### config.mk
export PLATFORM = sky130hd
export DESIGN_NAME = tx_ack_responder_flat
export DESIGN_NICKNAME = d
export VERILOG_FILES = /design/src/rtl/tx_ack_responder_if.sv /design/src/rtl/tx_ack_responder.sv /design/src/flat_wrapper.sv
export SDC_FILE = /design/constraint.sdc
export NUM_CORES = 1
export LEC_CHECK = 0
export ABC_AREA = 1
export CAP_MARGIN = 30
export CORE_MARGIN = 10
export CORE_UTILIZATION = 45
export CTS_CLUSTER_SIZE = 14
export DETAILED_ROUTE_END_ITERATION = 10
export PLACE_DENSITY = 0.72
export SYNTH_ARGS = -nofsm -noshare
export SYNTH_HDL_FRONTEND = slang
export SYNTH_SLANG_ARGS = --single-unit
### constraint.sdc
create_clock -name clk -period 2.55 [get_ports clk]
set_input_delay 0.255 -clock clk [delete_from_list [all_inputs] [get_ports clk]]
set_output_delay 0.255 -clock clk [all_outputs]
set_load 0.02 [all_outputs]
### src/rtl/tx_ack_responder_if.sv
// Transmit/acknowledge bundle between transmitter (master) and responder (slave).
// Carries the request, the registered ack/payload return and the responder statistics.
interface tx_ack_responder_if #(
  parameter int DELAY = 2,
  parameter int DW    = 8,
  parameter int CW    = 16
);
  localparam int IW = $clog2(DELAY + 1);

  logic          tx_valid;
  logic [DW-1:0] tx_data;
  logic          resp_en;
  logic          rx_ack;
  logic [DW-1:0] rx_data;
  logic          miss;
  logic [IW-1:0] in_flight;
  logic [CW-1:0] req_cnt;
  logic [CW-1:0] ack_cnt;

  modport master (
    output tx_valid, tx_data, resp_en,
    input  rx_ack, rx_data, miss, in_flight, req_cnt, ack_cnt
  );

  modport slave (
    input  tx_valid, tx_data, resp_en,
    output rx_ack, rx_data, miss, in_flight, req_cnt, ack_cnt
  );
endinterface

### src/rtl/tx_ack_responder.sv
// Fixed-latency responder: every accepted request is acked exactly DELAY edges later with its payload.
// One request per cycle, no backpressure; requests arriving with resp_en low are dropped and flagged on miss.
module tx_ack_responder #(
  parameter int DELAY = 2,
  parameter int DW    = 8,
  parameter int CW    = 16
) (
  input  logic              clk,
  input  logic              rst,
  tx_ack_responder_if.slave bus
);
  localparam int IW = $clog2(DELAY + 1);

  logic [DELAY-1:0]         vld_q, vld_d;
  logic [DELAY-1:0][DW-1:0] dat_q, dat_d;
  logic                     miss_q, miss_d;
  logic [IW-1:0]            in_flight_q, in_flight_d;
  logic [CW-1:0]            req_cnt_q, req_cnt_d;
  logic [CW-1:0]            ack_cnt_q, ack_cnt_d;
  logic                     accept;
  logic                     ack;

  always_comb begin
    accept = bus.tx_valid & bus.resp_en;
    ack    = vld_q[DELAY-1];

    vld_d[0] = accept;
    for (int i = 1; i < DELAY; i++) begin
      vld_d[i] = vld_q[i-1];
    end

    // Payload only moves behind a valid bit; empty slots keep stale data to avoid toggling.
    dat_d = dat_q;
    if (accept) begin
      dat_d[0] = bus.tx_data;
    end
    for (int i = 1; i < DELAY; i++) begin
      if (vld_q[i-1]) begin
        dat_d[i] = dat_q[i-1];
      end
    end

    miss_d = bus.tx_valid & ~bus.resp_en;

    in_flight_d = in_flight_q;
    if (accept && !ack) begin
      in_flight_d = in_flight_q + IW'(1);
    end else if (!accept && ack) begin
      in_flight_d = in_flight_q - IW'(1);
    end

    req_cnt_d = req_cnt_q;
    if (accept && (req_cnt_q != {CW{1'b1}})) begin
      req_cnt_d = req_cnt_q + CW'(1);
    end

    ack_cnt_d = ack_cnt_q;
    if (ack && (ack_cnt_q != {CW{1'b1}})) begin
      ack_cnt_d = ack_cnt_q + CW'(1);
    end
  end

  always_ff @(posedge clk) begin
    if (rst) begin
      vld_q       <= '0;
      dat_q       <= '0;
      miss_q      <= 1'b0;
      in_flight_q <= '0;
      req_cnt_q   <= '0;
      ack_cnt_q   <= '0;
    end else begin
      vld_q       <= vld_d;
      dat_q       <= dat_d;
      miss_q      <= miss_d;
      in_flight_q <= in_flight_d;
      req_cnt_q   <= req_cnt_d;
      ack_cnt_q   <= ack_cnt_d;
    end
  end

  assign bus.rx_ack    = vld_q[DELAY-1];
  assign bus.rx_data   = dat_q[DELAY-1];
  assign bus.miss      = miss_q;
  assign bus.in_flight = in_flight_q;
  assign bus.req_cnt   = req_cnt_q;
  assign bus.ack_cnt   = ack_cnt_q;
endmodule
### src/flat_wrapper.sv
// flat-port wrapper written by rule: the top's interface ports become plain ports
module tx_ack_responder_flat 
#(
  parameter int DELAY = 2,
  parameter int DW    = 8,
  parameter int CW    = 16
)
  (clk, rst, bus_tx_valid, bus_tx_data, bus_resp_en, bus_rx_ack, bus_rx_data, bus_miss, bus_in_flight, bus_req_cnt, bus_ack_cnt);
  tx_ack_responder_if #(.DELAY(DELAY), .DW(DW), .CW(CW)) bus_i ();
  input  logic clk;
  input  logic rst;
  input wire logic [$bits(bus_i.tx_valid)-1:0] bus_tx_valid;
  input wire logic [$bits(bus_i.tx_data)-1:0] bus_tx_data;
  input wire logic [$bits(bus_i.resp_en)-1:0] bus_resp_en;
  output wire logic [$bits(bus_i.rx_ack)-1:0] bus_rx_ack;
  output wire logic [$bits(bus_i.rx_data)-1:0] bus_rx_data;
  output wire logic [$bits(bus_i.miss)-1:0] bus_miss;
  output wire logic [$bits(bus_i.in_flight)-1:0] bus_in_flight;
  output wire logic [$bits(bus_i.req_cnt)-1:0] bus_req_cnt;
  output wire logic [$bits(bus_i.ack_cnt)-1:0] bus_ack_cnt;
  assign bus_i.tx_valid = bus_tx_valid;
  assign bus_i.tx_data = bus_tx_data;
  assign bus_i.resp_en = bus_resp_en;
  assign bus_rx_ack = bus_i.rx_ack;
  assign bus_rx_data = bus_i.rx_data;
  assign bus_miss = bus_i.miss;
  assign bus_in_flight = bus_i.in_flight;
  assign bus_req_cnt = bus_i.req_cnt;
  assign bus_ack_cnt = bus_i.ack_cnt;
  tx_ack_responder #(.DELAY(DELAY), .DW(DW), .CW(CW)) u_core (.clk(clk), .rst(rst), .bus(bus_i));
endmodule
==> results of run 1 <==
## state kept, by name, summed over array words and instances (netlist names)
| signal | count |
|---|---|
| u_core.bus.req_cnt | 16 |
| u_core.vld_q | 2 |
| u_core.bus.miss | 1 |
| u_core.bus.ack_cnt | 16 |
| u_core.bus.in_flight | 2 |
| u_core.dat_q | 8 |
| u_core.bus.rx_data | 8 |
## worst paths after layout
kind,end,depth (start not counted),slack (ps)
worst max-delay path,bus_rx_ack,1,830
worst min-delay path,u_core.bus.in_flight[1]$_SDFFE_PP0P_,2,490
worst max register to register,u_core.bus.ack_cnt[1]$_SDFFE_PP0P_,8,930
worst min register to register,u_core.bus.in_flight[1]$_SDFFE_PP0P_,2,490
## worst register-to-register path, cell delays in order, from the launching register on
cell	delay [ps]
dfxtp_1	440
ha_1	230
nand3_2	110
nor2_4	160
nand2_1	240
nand2_1	160
inv_1	60
nor2_1	80
nor2_1	50
## layer usage
layer  track usage  up-vias  share of wire
li1              -     1322              -
met1         0.178     1080           0.47
met2         0.206       59           0.43
met3        0.0576        6          0.091
met4        0.0405        0          0.011
met5             0        -              0
## power groups by stage
| stage | combinational, mW | sequential [mW] | clock [mW] |
|---|---|---|---|
| 2_1_floorplan | 0.0756 | 0.892 | 0 |
| 3_3_place_gp | 0.136 | 0.886 | 0 |
| 3_5_place_dp | 0.138 | 0.887 | 0 |
| 4_1_cts | 0.139 | 0.868 | 0.604 |
| 5_1_grt | 0.153 | 0.871 | 0.640 |
| 6_report | 0.137 | 0.868 | 0.582 |
## cells by family (layout without fill, tap and decap cells)
| kind of cell | count (synthesis) | after routing | synth area share |
|---|---|---|---|
| adders and majority gates | 3 | 3 | 0.0145 |
| buffers and inverters | 46 | 93 | 0.0869 |
| xor gates and xnor gates | 1 | 1 | 0.00338 |
| and+or+nand+nor | 240 | 240 | 0.394 |
| DFF | 53 | 53 | 0.409 |
| AOI/OAI and AO/OA | 47 | 47 | 0.0922 |
## area by class of cell
type	instances	share of cell area
clock buffers	5	0.0211
clock inverters	3	0.0142
inverters	27	0.0311
multi-input cells	291	0.401
flip-flops and latches	53	0.326
well taps	72	0.0276
repair buffers	58	0.180
## layout by cell type, fill, tap and decap left out, types with 5 or more instances in the layout
cell	Yosys	final
a21oi_1	25	25
clkbuf_8	0	5
clkdlybuf4s50_1	0	55
dfxtp_1	53	53
inv_1	25	25
nand2_1	77	77
nand3_1	34	34
nor2_1	111	111
o21ai_0	21	21
==> key figures, run 1 <==
Logic synthesis
  – Syn Nets: 405
  – Asr flop ratio synth: 0
  – Yosys cell types: 25
  – Mapped Avg Cell Area: 6.65 sq um
  – Commonest cells in the netlist: nor2_1, nand2_1, dfxtp_1
  – Flops & latches, synth: 53
  – Synth area leaders: dfxtp_1, nor2_1, nand2_1
  – Cell taking the most area after synthesis: dfxtp_1
  – Seq/Total Area, Yosys: 0.409
  – Synth Cell Area: 2590 sq um
  – Syn Inst Count: 390
  – Most common cell in the synthesized netlist: nor2_1
  – Primary FF master, synth: dfxtp_1
  – Yosys top cell area share: 0.409
  – Synthesis Warnings: 0
  – EDFF count, synth: 0

Clock tree
  – Cts bufs inserted: 5
  – # clock sinks: 53
  – Clock buffer depth: 2
  – Hold Buf Count CTS: 0
  – Root Driver: clkbuf_8
  – Reg clk slew, reported paths: 100 ps
  – Insertion delay to the later sink of the worst-skew pair: 310 ps
  – H-tree depth: 2
  – CTS tree: built
  – Setup Buffers After CTS: 0
  – Post_cts resized: 0

Power
  – Clock network power share: 0.367
  – Switching Fraction: 0.238
  – Switching pwr: 0.377 mW
  – Int Power: 1.21 mW
  – Gate power share: 0.086
  – Reg power frac: 0.547
  – Worst VDD drop: 299 uV
  – Pleak: 1.29 nW
  – PD cells: 487 nW/um^2
  – Power, Total: 1.59 mW

Routing
  – Pre-Repair DR Iteration Count: 4
  – DRT Wirelength: 6240 microns
  – Vias: 2467
  – Post-DRT Antenna Nets: 0
  – Routed len/inst: 12.2 microns
  – DR iter-0 viols: 145
  – # DRC: 0
  – Vias/cell: 4.85

Setup path
  – Setup CP Type: register to primary output
  – CP Max Fanout: 7
  – CP delay by family, top: buffers and inverters
  – Reg2reg start: u_core.bus.ack_cnt[0]$_SDFFE_PP0P_
  – Crit. End Element: primary output
  – Critical Path Start: u_core.vld_q[1]$_SDFF_PP0_
  – CP startpoint kind: register
  – Worst Path Arrival: 1460 ps
  – Slowest cell on crit path: clkdlybuf4s50_1
  – Crit-path max cell delay: 660 ps
  – CP Cell Sequence: clkdlybuf4s50_1
  – Buffers & Inverters on Critical Path: 1
  – Worst Path Required: 2300 ps

Layout
  – Sequential Area: 1060 sq um
  – Post-route insts no fill: 509
  – Final #Nets: 451
  – Multi-input gate area: 1310 sq um
  – # fillers: 558
  – Synth-to-layout area growth: 25.7%
  – Layout cell share with drive strength beyond 1: 0.0549
  – Design area: 3260 sq um
  – End-of-flow core utilization: 0.588
  – Diode count: 0

Die
  – Die H: 95.9 microns
  – Die Area: 9200 sq um
  – IO Pins: 56
  – Initial Util: 0.468
  – Cell row count: 27
  – Die width: 95.9 microns
  – Core area: 5540 sq um

Timing
  – Hold WS: 488 ps
  – Tcrit/Tclk final: 0.673
  – RSZ-0062 raised after global routing: false
  – Tmin final: 1720 ps
  – Worst-Margin Slew: 430 ps
  – Max Clk Rate: 583 MHz
  – Final hold violations: 0
  – Clock Skew: 7.54 ps
  – Max Slew Vio Count: 0
  – PnR worst setup slack: 834 ps
  – Finish-stage setup viols: 0
  – Setup_tns: 0 ps
  – Slew Limit Headroom: 0.713

Status
  – Status: finished, final reports clean

Global route
  – Pin count of the biggest net entering global routing: 38
  – Vias in the first global route: 2229
  – First-pass GRT wire length: 10300 microns
  – GRT Residual Overflow: 0
  – Total GRT Usage: 0.138
  – Initial antenna violation count: 0

Place
  – Gpl congestion: 0.844
  – Placed Cells: 501
  – Placed standard-cell area: 3140 sq um
  – Placed wire-length estimate: 4600 microns
  – Pre-CTS setup slack: 527 ps
  – Number of port buffers: 55

Flow run
  – Total of max-cap violations: 0

Hold path
  – Hold crit path type: register to register
  – HP Start: u_core.bus.in_flight[1]$_SDFFE_PP0P_
(Power assumes the default switching activity.)
==> run 2: changes to the inputs <==
==> constraint.sdc (replaced) <==
create_clock -name clk -period 1.7 [get_ports clk]
set_input_delay 0.17 -clock clk [delete_from_list [all_inputs] [get_ports clk]]
set_output_delay 0.17 -clock clk [all_outputs]
set_load 0.02 [all_outputs]
==> key figures, run 2 (synthesis gave the netlist of run 1 again) <==
Global route
  – Vias in the first global route: 2372 (+6.4%)
  – First-pass GRT wire length: 10700 microns (+4.4%)
  – Total GRT Usage: 0.143 (+0.00484)
  – Initial antenna violation count: 0 (unchanged)
  – GRT Residual Overflow: 0 (unchanged)
  – Pin count of the biggest net entering global routing: 25 (-34%)

Die
  – Die Area: 9200 sq um (unchanged)
  – Core area: 5540 sq um (unchanged)
  – IO Pins: 56 (unchanged)
  – Initial Util: 0.468 (unchanged)
  – Die H: 95.9 microns (unchanged)
  – Die width: 95.9 microns (unchanged)
  – Cell row count: 27 (unchanged)

Clock tree
  – Cts bufs inserted: 5 (unchanged)
  – Insertion delay to the later sink of the worst-skew pair: 310 ps (about the same)
  – Clock buffer depth: 2 (unchanged)
  – Root Driver: clkbuf_8
  – Hold Buf Count CTS: 0 (unchanged)
  – Reg clk slew, reported paths: 100 ps (about the same)
  – CTS tree: built
  – # clock sinks: 53 (unchanged)
  – H-tree depth: 2 (unchanged)

Setup path
  – CP Cell Sequence: clkdlybuf4s50_1
  – Crit. End Element: primary output
  – CP startpoint kind: register
  – R2R Setup Slk: 200 ps (-730 ps)
  – Setup CP Type: register to primary output
  – Worst Path Arrival: 1460 ps (about the same)
  – CP delay by family, top: buffers and inverters
  – Crit-path max cell delay: 670 ps (about the same)
  – Buffers & Inverters on Critical Path: 1 (unchanged)
  – Slowest cell on crit path: clkdlybuf4s50_1
  – Worst Path Required: 1530 ps (-770 ps)
  – CP Max Fanout: 7 (unchanged)

Timing
  – Setup_tns: 0 ps (unchanged)
  – Worst-Margin Slew: 311 ps (-119 ps)
  – Max Slew Vio Count: 0 (unchanged)
  – Clock Skew: 5.14 ps (-2.40 ps)
  – Slew Limit Headroom: 0.792 (+0.0794)
  – Hold WS: 423 ps (-64.5 ps)
  – Final hold violations: 0 (unchanged)
  – Tcrit/Tclk final: 0.962
  – Tmin final: 1630 ps
  – RSZ-0062 raised after global routing: false
  – Max Clk Rate: 612 MHz
  – Finish-stage setup viols: 0 (unchanged)

Routing
  – DR iter-0 viols: 110 (-24%)
  – Vias/cell: 4.92 (+1.5%)
  – Post-DRT Antenna Nets: 0 (unchanged)
  – Routed len/inst: 12.3 microns (+0.52%)
  – DRT Wirelength: 6380 microns (+2.3%)
  – # DRC: 0 (unchanged)
  – Pre-Repair DR Iteration Count: 4 (unchanged)
  – Vias: 2549 (+3.3%)

Place
  – Placed wire-length estimate: 4810 microns (+4.6%)
  – Gpl congestion: 0.833 (-1.3%)
  – Placed Cells: 510 (+1.8%)
  – Number of port buffers: 55 (unchanged)
  – Placed standard-cell area: 3200 sq um (+1.8%)

Status
  – Status: finished, final reports clean

Layout
  – Post-route insts no fill: 518 (+1.8%)
  – Commonest non-fill, non-tap cell in the layout: nor2_1
  – Synth-to-layout area growth: 28.0%
  – Diode count: 0 (unchanged)
  – # fillers: 548 (-1.8%)
  – Design area: 3320 sq um (+1.8%)
  – Most frequent cells in the layout: nor2_1, nand2_1, clkdlybuf4s50_1
  – Final #Nets: 460 (+2.0%)
  – Layout cell share with drive strength beyond 1: 0.0740 (+0.0191)

Power
  – Worst VDD drop: 459 uV (+54%)
  – Pleak: 1.34 nW (+3.4%)
  – Power, Total: 2.41 mW (+52%)
  – PD cells: 725 nW/um^2 (+49%)

Hold path
  – Hold crit path type: input port to register

Flow run
  – Total of max-cap violations: 0 (unchanged)
## run 2: cell types whose count changed in the layout (fill, tap and decap cells not counted), sizes merged
cell      delta
buf          +9
clkinvlp     -1
clkinv       -1
clkbuf       +2
## run 2: layout make-up
type                            count  area (sq um)  area share
Tap cell                           72          90.1      0.0271
Inverter                           27           101      0.0305
Clock inverter                      1          30.0     0.00905
Sequential cell                    53          1060       0.320
Timing Repair Buffer               67           641       0.193
Clock buffer                        7          86.3      0.0260
Multi-Input combinational cell    291          1310       0.394
## run 2: timing repair
item,in CTS,in global routing
buffers inserted,0,0
endpoints found under the setup margin,0,2
resized for setup,0,1
hold endpoints to repair,0,0
## run 2: power by group
| group | switching (mW) | leakage [nW] | internal (mW) |
|---|---|---|---|
| clock | 0.408 | 0.0585 | 0.481 |
| sequential | 0.0252 | 0.431 | 1.28 |
| combinational | 0.112 | 0.848 | 0.105 |
## run 2: metal layers
metal / wire length, microns / track usage / vias to the layer above
met3: 522 / 0.0584 / 4
met5: 0 / 0 / -
li1: - / - / 1342
met1: 2940 / 0.174 / 1142
met4: 52 / 0.0393 / 0
met2: 2860 / 0.227 / 61
## run 2: path summary, 6_finish.rpt
kind                                       from                             endpoint  cells after the start
max                  u_core.vld_q[1]$_SDFF_PP0_                           bus_rx_ack                      1
min                                bus_tx_valid           u_core.bus.miss$_SDFF_PP0_                      3
max reg2reg  u_core.bus.ack_cnt[1]$_SDFFE_PP0P_  u_core.bus.ack_cnt[12]$_SDFFE_PP0P_                      7
min reg2reg        u_core.dat_q[4]$_SDFFE_PP0P_         u_core.dat_q[4]$_SDFFE_PP0P_                      2
## run 2: through the flow
| stage | util | worst slack, ps |
|---|---|---|
| after floorplan | - | 205 |
| after global placement | 0.577 | 69.3 |
| after detailed placement | 0.577 | 15.1 |
| after CTS | 0.598 | 54.3 |
| after global routing | 0.599 | 3.11 |
| final | 0.599 | 65.0 |
==> run 3: changes to the inputs <==
--- a/config.mk
+++ b/config.mk
@@ -11,7 +11,8 @@
 export CORE_UTILIZATION = 45
 export CTS_CLUSTER_SIZE = 14
 export DETAILED_ROUTE_END_ITERATION = 10
-export PLACE_DENSITY = 0.72
+export MAX_ROUTING_LAYER = met4
+export PLACE_DENSITY = 0.76
 export SYNTH_ARGS = -nofsm -noshare
 export SYNTH_HDL_FRONTEND = slang
 export SYNTH_SLANG_ARGS = --single-unit
==> key figures, run 3 (synthesis gave the netlist of run 1 again) <==
Timing
  – Clock Skew: 6.00 ps (+0.860 ps)
  – Finish-stage setup viols: 0 (unchanged)
  – Tmin final: 1610 ps (-28.2 ps)
  – RSZ-0062 raised after global routing: false
  – Slew Limit Headroom: 0.809 (+0.0168)
  – Max Slew Vio Count: 0 (unchanged)
  – Max Clk Rate: 622 MHz (+1.8%)
  – Final hold violations: 0 (unchanged)
  – Setup_tns: 0 ps (unchanged)
  – Worst-Margin Slew: 286 ps (-25.2 ps)
  – PnR worst setup slack: 93.2 ps (+28.2 ps)
  – Tcrit/Tclk final: 0.945 (-0.0166)

Hold path
  – Hold crit path type: input port to register

Setup path
  – CP Max Fanout: 7 (unchanged)
  – Crit-path max cell delay: 660 ps (about the same)
  – Buffers & Inverters on Critical Path: 1 (unchanged)
  – CP startpoint kind: register
  – Worst Path Arrival: 1440 ps (-20 ps)
  – Slowest cell on crit path: clkdlybuf4s50_1
  – Worst Path Required: 1530 ps (about the same)
  – CP delay by family, top: buffers and inverters
  – Setup CP Type: register to primary output
  – CP Cell Sequence: clkdlybuf4s50_1
  – Crit. End Element: primary output

Layout
  – Synth-to-layout area growth: 27.3%
  – Sequential Area: 1060 sq um (unchanged)
  – # fillers: 543 (-0.91%)
  – Most frequent cells in the layout: nor2_1, nand2_1, clkdlybuf4s50_1
  – Multi-input gate area: 1310 sq um (unchanged)
  – End-of-flow core utilization: 0.596 (-0.00339)
  – Layout cell share with drive strength beyond 1: 0.0700 (-0.00401)
  – Diode count: 0 (unchanged)
  – Final #Nets: 457 (-0.65%)
  – Commonest non-fill, non-tap cell in the layout: nor2_1

Place
  – Gpl congestion: 0.869 (+4.3%)
  – Pre-CTS setup slack: -5.32 ps (-20.4 ps)
  – Number of port buffers: 55 (unchanged)
  – Placed wire-length estimate: 4580 microns (-4.8%)

Routing
  – Post-DRT Antenna Nets: 0 (unchanged)
  – Routed len/inst: 12.0 microns (-2.8%)
  – Vias: 2511 (-1.5%)
  – DRT Wirelength: 6170 microns (-3.3%)
  – Pre-Repair DR Iteration Count: 4 (unchanged)
  – Vias/cell: 4.88 (-0.92%)
  – DR iter-0 viols: 131 (+19%)
  – # DRC: 0 (unchanged)

Status
  – Status: finished, final reports clean

Global route
  – Pin count of the biggest net entering global routing: 25 (unchanged)
  – First-pass GRT wire length: 9990 microns (-6.8%)
  – GRT Residual Overflow: 0 (unchanged)
  – Initial antenna violation count: 0 (unchanged)
  – Total GRT Usage: 0.136 (-0.00694)
  – Vias in the first global route: 2255 (-4.9%)

Clock tree
  – H-tree depth: 2 (unchanged)
  – Insertion delay to the later sink of the worst-skew pair: 300 ps (about the same)
  – Clock buffer depth: 2 (unchanged)
  – Root Driver: clkbuf_8
  – CTS tree: built
  – Cts bufs inserted: 5 (unchanged)
  – # clock sinks: 53 (unchanged)
  – Reg clk slew, reported paths: 100 ps (about the same)

Power
  – Pleak: 1.32 nW (-1.2%)
  – Worst VDD drop: 433 uV (-5.7%)
  – Power, Total: 2.40 mW (-0.26%)
  – PD cells: 727 nW/um^2 (+0.31%)

Flow run
  – Total of max-cap violations: 0 (unchanged)

Die
  – Initial Util: 0.468 (unchanged)
  – Die Area: 9200 sq um (unchanged)
  – Cell row count: 27 (unchanged)
  – Die width: 95.9 microns (unchanged)
  – Die H: 95.9 microns (unchanged)
  – IO Pins: 56 (unchanged)
  – Core area: 5540 sq um (unchanged)
[run 3: worst paths after layout]
kind                            depth (start not counted)                              endpoint                                 start  slack (ps)
worst max register to register                          8    u_core.bus.ack_cnt[1]$_SDFFE_PP0P_    u_core.bus.ack_cnt[1]$_SDFFE_PP0P_         200
worst min register to register                          2  u_core.bus.in_flight[1]$_SDFFE_PP0P_  u_core.bus.in_flight[1]$_SDFFE_PP0P_         490
worst min-delay path                                    2            u_core.bus.miss$_SDFF_PP0_                           bus_resp_en         440
worst max-delay path                                    1                            bus_rx_ack            u_core.vld_q[1]$_SDFF_PP0_          90
[run 3: power by group]
| part | leakage (nW) | internal (mW) | switching, mW | total (mW) |
|---|---|---|---|---|
| Clock | 0.0574 | 0.479 | 0.412 | 0.891 |
| Sequential | 0.431 | 1.28 | 0.0252 | 1.30 |
| Combinational | 0.833 | 0.0979 | 0.110 | 0.208 |
[run 3: cell type report]
class | count | area share
clock inverters | 2 | 0.0114
well taps | 72 | 0.0273
repair buffers | 64 | 0.187
flip-flops and latches | 53 | 0.322
clock buffers | 6 | 0.0250
multi-input cells | 291 | 0.397
inverters | 27 | 0.0307
[run 3: metrics by stage]
stage / hold slack (ps) / area (sq um) / instances
6_report: 442 / 3300 / 515
3_3_place_gp: 464 / 3160 / 505
3_5_place_dp: 474 / 3160 / 505
5_1_grt: 436 / 3300 / 515
4_1_cts: 439 / 3280 / 513
2_1_floorplan: 239 / 2590 / 390
[run 3: repair_timing]
action                     in CTS  in global routing
hold buffers                    0                  0
gates resized for setup         0                  1
setup endpoints to repair       0                  8
buffers inserted                0                  2
[run 3: metal layers]
metal / global-route usage / share of wire
met1: 0.157 / 0.46
met2: 0.227 / 0.47
met3: 0.0327 / 0.060
met4: 0.0430 / 0.0075
met5: - / 0
